## config.mk

```make
export PLATFORM = sky130hd
export DESIGN_NAME = cla_addsub_pipe
export DESIGN_NICKNAME = d
export VERILOG_FILES = /design/src/rtl/cla_pkg.sv /design/src/rtl/cla_group.sv /design/src/rtl/cla_addsub_pipe.sv
export SDC_FILE = /design/constraint.sdc
export NUM_CORES = 1
export LEC_CHECK = 0
export BUFFER_PORTS_ARGS = -buffer_cell sky130_fd_sc_hd__buf_2
export CORE_UTILIZATION = 56
export DETAILED_ROUTE_END_ITERATION = 10
export GPL_TIMING_DRIVEN = 0
export PLACE_DENSITY = 0.81
export SLEW_MARGIN = 20
export SYNTH_ARGS = -nofsm -noshare
export SYNTH_HDL_FRONTEND = slang
export SYNTH_SLANG_ARGS = --single-unit
export TNS_END_PERCENT = 20
```

## constraint.sdc

```tcl
create_clock -name clk -period 3.5 [get_ports clk]
set_clock_uncertainty 0.1 [all_clocks]
set_input_delay 0.175 -clock clk [delete_from_list [all_inputs] [get_ports clk]]
set_output_delay 0.175 -clock clk [all_outputs]
set_load 0.01 [all_outputs]
```

## src/rtl/cla_pkg.sv

```systemverilog
// Shared definitions for the pipelined carry-lookahead adder/subtractor.
//   op_e       : arithmetic mode encoding presented on the op port
//   num_groups : number of lookahead groups for a given width/group size
package cla_pkg;

  typedef enum logic [1:0] {
    OP_ADD = 2'b00,
    OP_SUB = 2'b01,
    OP_ADC = 2'b10,
    OP_SBC = 2'b11
  } op_e;

  function automatic int unsigned num_groups(input int unsigned width,
                                             input int unsigned group);
    return width / group;
  endfunction

endpackage

```

## src/rtl/cla_group.sv

```systemverilog
// GROUP-bit carry-lookahead cell.
//   p, g : per-bit propagate / generate
//   cin  : carry into bit 0 of the group
//   c    : carry into each bit of the group (c[0] == cin)
//   pg   : group propagate (all bits propagate)
//   gg   : group generate (group produces a carry regardless of cin)
module cla_group #(
  parameter int unsigned GROUP = 4
) (
  input  logic [GROUP-1:0] p,
  input  logic [GROUP-1:0] g,
  input  logic             cin,
  output logic [GROUP-1:0] c,
  output logic             pg,
  output logic             gg
);

  // Flat lookahead: each carry is an OR of generate terms gated by the
  // propagates between them, plus cin gated by all lower propagates.
  always_comb begin : bit_carries
    logic acc;
    logic prop;
    c = '0;
    for (int i = 0; i < int'(GROUP); i++) begin
      acc  = 1'b0;
      prop = 1'b1;
      for (int j = i - 1; j >= 0; j--) begin
        acc  = acc | (prop & g[j]);
        prop = prop & p[j];
      end
      c[i] = acc | (prop & cin);
    end
  end

  // Group PG/GG, independent of cin.
  always_comb begin : group_terms
    logic acc;
    logic prop;
    acc  = 1'b0;
    prop = 1'b1;
    for (int j = int'(GROUP) - 1; j >= 0; j--) begin
      acc  = acc | (prop & g[j]);
      prop = prop & p[j];
    end
    gg = acc;
    pg = &p;
  end

endmodule

```

## src/rtl/cla_addsub_pipe.sv

```systemverilog
// Two-stage pipelined carry-lookahead adder/subtractor with valid/ready.
//   clk, rst              : clock, synchronous active-high reset
//   in_valid / in_ready   : operand handshake (in_ready is combinational)
//   A, B, Cin, op         : operands, carry/borrow-in, mode (ADD/SUB/ADC/SBC)
//   out_valid / out_ready : result handshake
//   Sum, Cout, V, Z       : registered result and flags
// S1 forms per-bit and per-group P/G; S2 resolves carries and fills the
// output register.
module cla_addsub_pipe
  import cla_pkg::*;
#(
  parameter int unsigned WIDTH = 32,
  parameter int unsigned GROUP = 4
) (
  input  logic             clk,
  input  logic             rst,
  input  logic             in_valid,
  output logic             in_ready,
  input  logic [WIDTH-1:0] A,
  input  logic [WIDTH-1:0] B,
  input  logic             Cin,
  input  logic [1:0]       op,
  output logic             out_valid,
  input  logic             out_ready,
  output logic [WIDTH-1:0] Sum,
  output logic             Cout,
  output logic             V,
  output logic             Z
);

  localparam int unsigned NG  = num_groups(WIDTH, GROUP);
  localparam int unsigned MSB = WIDTH - 1;

  if (((WIDTH % GROUP) != 0) || (WIDTH < GROUP)) begin : g_param_check
    $error("cla_addsub_pipe: WIDTH must be a non-zero multiple of GROUP");
  end

  // ---------------- handshake ----------------
  logic s1_valid_q, s1_valid_d;
  logic out_valid_q, out_valid_d;
  logic s2_adv, s1_adv;

  assign s2_adv   = out_ready || !out_valid_q;
  assign s1_adv   = s2_adv || !s1_valid_q;
  assign in_ready = s1_adv;

  // ---------------- stage 1: operand conditioning ----------------
  logic [WIDTH-1:0] b_eff;
  logic             cin_eff;

  always_comb begin : eff_operands
    b_eff   = B;
    cin_eff = 1'b0;
    case (op_e'(op))
      OP_ADD: begin b_eff = B;  cin_eff = 1'b0; end
      OP_SUB: begin b_eff = ~B; cin_eff = 1'b1; end
      OP_ADC: begin b_eff = B;  cin_eff = Cin;  end
      OP_SBC: begin b_eff = ~B; cin_eff = Cin;  end
      default: ;
    endcase
  end

  logic [WIDTH-1:0] p_in, g_in;
  logic [NG-1:0]    pg_in, gg_in;
  logic [WIDTH-1:0] s1_c_unused;

  assign p_in = A ^ b_eff;
  assign g_in = A & b_eff;

  // Only the group PG/GG outputs matter here; bit carries are resolved in S2.
  for (genvar k = 0; k < int'(NG); k++) begin : g_s1_grp
    cla_group #(.GROUP(GROUP)) u_grp (
      .p  (p_in[k*GROUP +: GROUP]),
      .g  (g_in[k*GROUP +: GROUP]),
      .cin(1'b0),
      .c  (s1_c_unused[k*GROUP +: GROUP]),
      .pg (pg_in[k]),
      .gg (gg_in[k])
    );
  end

  logic [WIDTH-1:0] s1_p_q, s1_p_d, s1_g_q, s1_g_d;
  logic [NG-1:0]    s1_pg_q, s1_pg_d, s1_gg_q, s1_gg_d;
  logic             s1_cin_q, s1_cin_d;
  logic             s1_a_msb_q, s1_a_msb_d, s1_b_msb_q, s1_b_msb_d;

  always_comb begin : s1_next
    s1_valid_d = s1_valid_q;
    s1_p_d     = s1_p_q;
    s1_g_d     = s1_g_q;
    s1_pg_d    = s1_pg_q;
    s1_gg_d    = s1_gg_q;
    s1_cin_d   = s1_cin_q;
    s1_a_msb_d = s1_a_msb_q;
    s1_b_msb_d = s1_b_msb_q;
    if (s1_adv) begin
      s1_valid_d = in_valid;
      if (in_valid) begin
        s1_p_d     = p_in;
        s1_g_d     = g_in;
        s1_pg_d    = pg_in;
        s1_gg_d    = gg_in;
        s1_cin_d   = cin_eff;
        s1_a_msb_d = A[MSB];
        s1_b_msb_d = b_eff[MSB];
      end
    end
  end

  // ---------------- stage 2: carry resolution ----------------
  logic [NG:0]      grp_c;
  logic [WIDTH-1:0] bit_c;
  logic [NG-1:0]    s2_pg_unused, s2_gg_unused;
  logic [WIDTH-1:0] sum_c;
  logic             v_c;

  // Second-level lookahead: carry into group k from registered group terms.
  always_comb begin : group_carries
    logic acc;
    logic prop;
    grp_c = '0;
    for (int k = 0; k <= int'(NG); k++) begin
      acc  = 1'b0;
      prop = 1'b1;
      for (int j = k - 1; j >= 0; j--) begin
        acc  = acc | (prop & s1_gg_q[j]);
        prop = prop & s1_pg_q[j];
      end
      grp_c[k] = acc | (prop & s1_cin_q);
    end
  end

  for (genvar k = 0; k < int'(NG); k++) begin : g_s2_grp
    cla_group #(.GROUP(GROUP)) u_grp (
      .p  (s1_p_q[k*GROUP +: GROUP]),
      .g  (s1_g_q[k*GROUP +: GROUP]),
      .cin(grp_c[k]),
      .c  (bit_c[k*GROUP +: GROUP]),
      .pg (s2_pg_unused[k]),
      .gg (s2_gg_unused[k])
    );
  end

  assign sum_c = s1_p_q ^ bit_c;
  assign v_c   = (s1_a_msb_q == s1_b_msb_q) && (sum_c[MSB] != s1_a_msb_q);

  logic [WIDTH-1:0] sum_q, sum_d;
  logic             cout_q, cout_d, v_q, v_d, z_q, z_d;

  always_comb begin : out_next
    out_valid_d = out_valid_q;
    sum_d       = sum_q;
    cout_d      = cout_q;
    v_d         = v_q;
    z_d         = z_q;
    if (s2_adv) begin
      out_valid_d = s1_valid_q;
      if (s1_valid_q) begin
        sum_d  = sum_c;
        cout_d = grp_c[NG];
        v_d    = v_c;
        z_d    = ~|sum_c;
      end
    end
  end

  // ---------------- registers ----------------
  always_ff @(posedge clk) begin : regs
    if (rst) begin
      s1_valid_q  <= 1'b0;
      s1_p_q      <= '0;
      s1_g_q      <= '0;
      s1_pg_q     <= '0;
      s1_gg_q     <= '0;
      s1_cin_q    <= 1'b0;
      s1_a_msb_q  <= 1'b0;
      s1_b_msb_q  <= 1'b0;
      out_valid_q <= 1'b0;
      sum_q       <= '0;
      cout_q      <= 1'b0;
      v_q         <= 1'b0;
      z_q         <= 1'b0;
    end else begin
      s1_valid_q  <= s1_valid_d;
      s1_p_q      <= s1_p_d;
      s1_g_q      <= s1_g_d;
      s1_pg_q     <= s1_pg_d;
      s1_gg_q     <= s1_gg_d;
      s1_cin_q    <= s1_cin_d;
      s1_a_msb_q  <= s1_a_msb_d;
      s1_b_msb_q  <= s1_b_msb_d;
      out_valid_q <= out_valid_d;
      sum_q       <= sum_d;
      cout_q      <= cout_d;
      v_q         <= v_d;
      z_q         <= z_d;
    end
  end

  assign out_valid = out_valid_q;
  assign Sum       = sum_q;
  assign Cout      = cout_q;
  assign V         = v_q;
  assign Z         = z_q;

endmodule

```

==> results of run 1 <==
[cell usage in the layout, fill, tap and decap left out, drive strengths merged, types with 2 or more instances in the layout]
cell type / count
clkbuf: 46
nor2: 74
ha: 40
xnor2: 7
dlygate4sd3: 3
nand3b: 2
o21ai: 18
xor2: 45
nor2b: 15
mux2i: 2
a211oi: 13
a311oi: 2
nand2: 170
nand4: 14
and2: 2
or2: 2
o21bai: 2
a21oi: 107
and3: 2
a31oi: 3
nand3: 8
nor3: 12
a41o: 2
a21o: 6
inv: 11
buf: 110
dfxtp: 112
[cell families (layout without fill, tap and decap cells)]
kind of cell / after synthesis / in the layout / synth area share [%]
XOR/XNOR: 52 / 52 / 8.12
AND/OR/NAND/NOR: 307 / 307 / 23.3
AO/OA/AOI/OAI: 158 / 158 / 16.1
flip-flops: 112 / 112 / 40.0
multiplexers: 2 / 2 / 0.357
adder cells (fa/ha/maj): 40 / 40 / 8.92
buffers and inverters: 48 / 172 / 3.21
[path summary, 6_finish.rpt]
check | startpoint | to | slack, ns | cells after the start
worst max-delay path | s1_cin_q$_SDFFE_PP0P_ | Z$_SDFFE_PP0P_ | 0.11 | 14
worst min-delay path | B[31] | s1_b_msb_q$_SDFFE_PP0P_ | 0.03 | 4
worst max register to register | s1_cin_q$_SDFFE_PP0P_ | Z$_SDFFE_PP0P_ | 0.11 | 14
worst min register to register | s1_g_q[2]$_SDFFE_PP0P_ | s1_g_q[2]$_SDFFE_PP0P_ | 0.36 | 2
[power by group]
part | internal (mW) | switching [mW]
clock network | 0.297 | 0.470
registers | 1.35 | 0.0681
logic | 0.239 | 0.367
total | 1.89 | 0.904
[metal layers]
| layer | vias to the layer above | GRT usage, % | wire [um] |
|---|---|---|---|
| met3 | 59 | 5.13 | 1360 |
| met1 | 2537 | 39.7 | 6610 |
| met5 | - | 0 | 0 |
| met2 | 298 | 51.4 | 7300 |
| met4 | 0 | 15.4 | 637 |
| li1 | 2662 | - | - |
[layout make-up]
cell class	instances	area [sq um]	share of cell area [%]
Multi-Input combinational cell	559	3200	48.9
Buffer	41	154	2.35
Inverter	7	26.3	0.402
Tap cell	133	166	2.54
Clock buffer	10	138	2.10
Sequential cell	112	2240	34.3
Clock inverter	6	58.8	0.899
Timing Repair Buffer	108	556	8.49
[flip-flops by register name (all words and copies together), names as in the netlist, 8 cells and up]
signal and count:
s1_gg_q 8, s1_pg_q 8, Sum 32, s1_g_q 24, s1_p_q 32
[worst register-to-register path, stage by stage, from the launching register on]
cell and delay, ns:
dfxtp_1 0.39, a211oi_2 0.29, o21ai_2 0.17, and2_4 0.19, a21o_1 0.21, a21o_1 0.20
ha_1 0.18, nor2_1 0.19, xnor2_2 0.20, nand4_1 0.12, or4_1 0.51, nor3_2 0.13
and4b_1 0.27, nand4_1 0.11, nand2_1 0.07
[through the flow]
stage / instances / hold slack [ns] / util [%] / total power, mW / cell area, sq um
after floorplan: 719 / 0.192 / - / 1.81 / 5610
after global placement: 957 / 0.321 / 64.8 / 2.01 / 6300
after detailed placement: 957 / 0.337 / 64.8 / 2.03 / 6300
after CTS: 976 / 0.0317 / 67.1 / 2.77 / 6530
after global routing: 976 / 0.0584 / 67.2 / 2.91 / 6540
final: 976 / 0.0303 / 67.2 / 2.79 / 6540
[timing repair]
action | CTS | global route
hold endpoints to repair | 3 | 0
gates resized for setup | 0 | 2
hold buffers | 3 | 0
endpoints found under the setup margin | 0 | 1
==> results.yml, run 1 <==
status:
  outcome: "finished clean"
floorplanning:
  core_area_sq_um: 9730
  die_h_um: 102
  pin_count: 108
  rows: 36
  die-area_sq_um: 10400
  die_w_um: 102
  initial_utilization_pct: 57.7
drt:
  drc: 0
  routed_wl_mm: 15.9
  drt_pass1_iterations: 5
  ant_nets: 0
  dr_total_vias: 5556
  wl_per_cell_um: 16.3
  drt-initial-drc-count: 384
  via_per_inst: 5.69
timing:
  relSlewSlack_pct: 42.7
  finalMaxSlewViolations: 0
  fin_ws_ns: 0.114
  tightest_slew_ns: 0.859
  post-route-min-period_ns: 3.39
  finalSetupViolations: 0
  period_share_pct: 96.7
  hold_violations: 0
  clock.fmax_ghz: 0.295
  fin_setup_tns_ns: 0
clock_network:
  cts.sinks: 112
  clk_pin_slew_ns: 0.11
  clk_path_buf_depth: 2
  numCtsBuffers: 9
  h-tree-depth: 3
  clockRootBuffer: "clkbuf_8"
  clock_latency_ns: 0.39
  post-cts-setup-buffer-count: 0
  cts_tree: "built"
logic_synthesis:
  synth_most_common_cell: "nand2_1"
  netlist_area_sq_um: 5610
  ys.flop_type: "dfxtp_1"
  yosysTopAreaCell: "dfxtp_1"
  async_flop_share_pct: 0
  synthDistinctLibCells: 43
  synth_fp_nets: 830
  syn_area_per_cell_sq_um: 7.80
  ys_top_cells_by_area: "dfxtp_1 (40%), nand2_1 (11%), a21oi_1 (9.5%)"
  synth_edf_count: 0
  ys_ff_latch: 112
  ys_warn_count: 0
  ys_seq_area_share_pct: 40.0
  syn-instance-count: 719
  yosysTopAreaCellShare_pct: 40.0
  synthTopCellsByCount: "nand2_1 (170), dfxtp_1 (112), a21oi_1 (106)"
worst_setup_path:
  required_ns: 3.74
  max_stage_delay_ns: 0.51
  critical-path-top-delay-family: "simple AND/OR/NAND/NOR gates"
  cp_cell_sequence: "a211oi_2, o21ai_2, and2_4, a21o_1, a21o_1, ha_1, nor2_1, xnor2_2, nand4_1, or4_1, nor3_2, and4b_1, nand4_1, nand2_1"
  cp-end-kind: "register"
  crit_type: "reg -> reg"
  cp_max_fo: 5
  arrival_ns: 3.63
  path_buf_inv: 0
  critPathSlowestCell: "or4_1"
  critPathLaunchType: "register"
grt:
  grtUsageTotal_pct: 31.2
  antenna_found_initial: 0
  grt_first_pass_wirelength_mm: 24.5
  grt_pass1_vias: 5052
  grt_max_degree: 21
  grt_overflow: 0
power_and_ir_drop:
  ir_worst_vdd_uv: 257
  p_per_area_nw_per_um2: 427
  leakage_nw: 2.87
placement:
  place_ws_ns: 0.223
  globalplace.congestion: 0.916
  dp_hpwl_mm: 12.4
  io_buffers: 105
flow_run:
  max_cap_viol_count: 0
cells_and_area:
  antenna_cells: 0
  nets: 949
  area_growth_syn_to_layout_pct: 16.5
  drive_gt1_share_pct: 15.9
  n_fill_cell: 824
min_path:
  hold_class: "in -> reg"
(Power assumes the default switching activity.)
==> run 2: changes to the inputs <==
REMOVE_ABC_BUFFERS = 1   (was not set)
==> run 2 against run 1 <==
Against the previous run:
- global-route usage fell by 4.7 points
- via count fell by 6.1%
- sequential share of layout area rose by 0.14 points
- final cell count fell by 3.8%
- clock power rose by 5.7%
- critical endpoint unchanged
- largest cell class unchanged
==> results.yml, run 2 (synthesis gave the netlist of run 1 again) <==
worst_setup_path:
  reg2reg_slack_ns: 0.23
  cp-end-kind: "register"
  r2r_end: "Z$_SDFFE_PP0P_"
  required_ns: 3.72
  reg2reg_depth: 14
  crit_start: "s1_cin_q$_SDFFE_PP0P_"
  critPathSlowestCell: "or4_1"
  cp_max_fo: 5
  crit_type: "reg -> reg"
  cp_cell_sequence: "a211oi_2, o21ai_2, and2_4, a21o_1, a21o_1, ha_1, nor2_1, xnor2_1, nand4_1, or4_1, nor3_2, and4b_1, nand4_1, nand2_1"
  critPathLaunchType: "register"
  arrival_ns: 3.49
  max_stage_delay_ns: 0.49
  r2r-start: "s1_cin_q$_SDFFE_PP0P_"
cells_and_area:
  antenna_cells: 0
  ff_latch_area_sq_um: 2240
  finalCoreUtilization_pct: 66.9
  n_fill_cell: 862
  area_growth_syn_to_layout_pct: 16.1
  stdcell_area_sq_um: 6510
  nets: 914
  layout_common_cells: "nand2_1 (169), dfxtp_1 (112), a21oi_1 (106), buf_2 (106), nor2_1 (74)"
  drive_gt1_share_pct: 17.2
  layout_commonest_cell: "nand2_1"
  multi_input_area_sq_um: 3200
timing:
  rsz0062_at_grt: "false"
  hold_ws_ns: 0.0145
  finalSetupViolations: 0
  fin_setup_tns_ns: 0
  post-route-min-period_ns: 3.27
  clock.fmax_ghz: 0.306
  period_share_pct: 93.5
  hold_violations: 0
  finalMaxSlewViolations: 0
  tightest_slew_ns: 1.00
  relSlewSlack_pct: 33.3
drt:
  via_per_inst: 5.56
  m1WireLength_mm: 5.96
  drc: 0
  dr_total_vias: 5219
  drt-initial-drc-count: 277
  met3_length_um: 682
  wl_per_cell_um: 14.3
  wl_met2_mm: 6.53
  drt_pass1_iterations: 4
  routed_wl_mm: 13.4
  top_layer_used: "met4"
  ant_nets: 0
clock_network:
  cts_hold_buf: 2
  clk_path_buf_depth: 2
  numCtsBuffers: 9
  ctsResizeCount: 0
  cts.sinks: 112
  clockRootBuffer: "clkbuf_8"
  clk_pin_slew_ns: 0.10
  clock_latency_ns: 0.37
  h-tree-depth: 3
  post-cts-setup-buffer-count: 0
  cts_tree: "built"
grt:
  grt_first_pass_wirelength_mm: 21.8
  grt_pass1_vias: 4722
  antenna_found_initial: 0
  grt_max_degree: 64
  grt_overflow: 0
  grtUsageTotal_pct: 26.5
placement:
  globalplace.congestion: 0.856
  io_buffers: 107
  placed_area_sq_um: 6290
  dp_hpwl_mm: 9.82
floorplanning:
  rows: 36
  pin_count: 108
  core_area_sq_um: 9730
  die_w_um: 102
  initial_utilization_pct: 57.7
  die_h_um: 102
  die-area_sq_um: 10400
power_and_ir_drop:
  p_per_area_nw_per_um2: 431
  leakage_nw: 2.88
  ir_worst_vdd_uv: 206
flow_run:
  max_cap_viol_count: 0
min_path:
  hold_class: "in -> reg"
  hold_end: "s1_b_msb_q$_SDFFE_PP0P_"
  hold_path_depth: 4
  min_from: "B[31]"
status:
  outcome: "finished clean"
-- run 2: worst max path at each step --
stage / end / slack [ns] / depth (start not counted)
2_1_floorplan: Z$_SDFFE_PP0P_ / 0.69 / 13
3_3_place_gp: Z$_SDFFE_PP0P_ / 0.15 / 8
3_5_place_dp: Z$_SDFFE_PP0P_ / 0.28 / 14
4_1_cts: Z$_SDFFE_PP0P_ / 0.24 / 14
5_1_grt: Z$_SDFFE_PP0P_ / 0.04 / 14
6_report: Z$_SDFFE_PP0P_ / 0.23 / 14
-- run 2: power by group --
part,total (mW),internal [mW],switching [mW]
clock,0.811,0.398,0.413
sequential,1.42,1.35,0.0678
combinational,0.574,0.241,0.332
-- run 2: metal layers --
| metal | vias to the layer above | track usage [%] |
|---|---|---|
| met5 | - | 0 |
| met4 | 0 | 10.9 |
| met3 | 25 | 3.01 |
| met2 | 174 | 44.1 |
| met1 | 2438 | 35.2 |
| li1 | 2582 | - |
-- run 2: through the flow --
stage | worst slack (ns) | std cells | power (mW)
CTS | 0.236 | 939 | 2.80
global route | 0.0392 | 939 | 2.94
detailed placement | 0.276 | 923 | 2.01
global placement | 0.148 | 918 | 1.97
floorplan | 0.694 | 678 | 1.78
finish | 0.228 | 939 | 2.80
-- run 2: cell type report --
cell class              count  area share [%]
clock buffers              11            2.02
clock inverters             3            1.06
inverters                   7           0.403
multi-input cells         559            49.2
flip-flops and latches    112            34.4
well taps                 133            2.55
repair buffers            114            10.4
-- run 2: critical path: cells and delay by family (launching register included) --
family / cells / cell delay [ns]
adder cells (fa/ha/maj): 1 / 0.18
AO/OA/AOI/OAI: 4 / 0.88
AND/OR/NAND/NOR: 8 / 1.48
flip-flops: 1 / 0.38
XOR/XNOR: 1 / 0.19
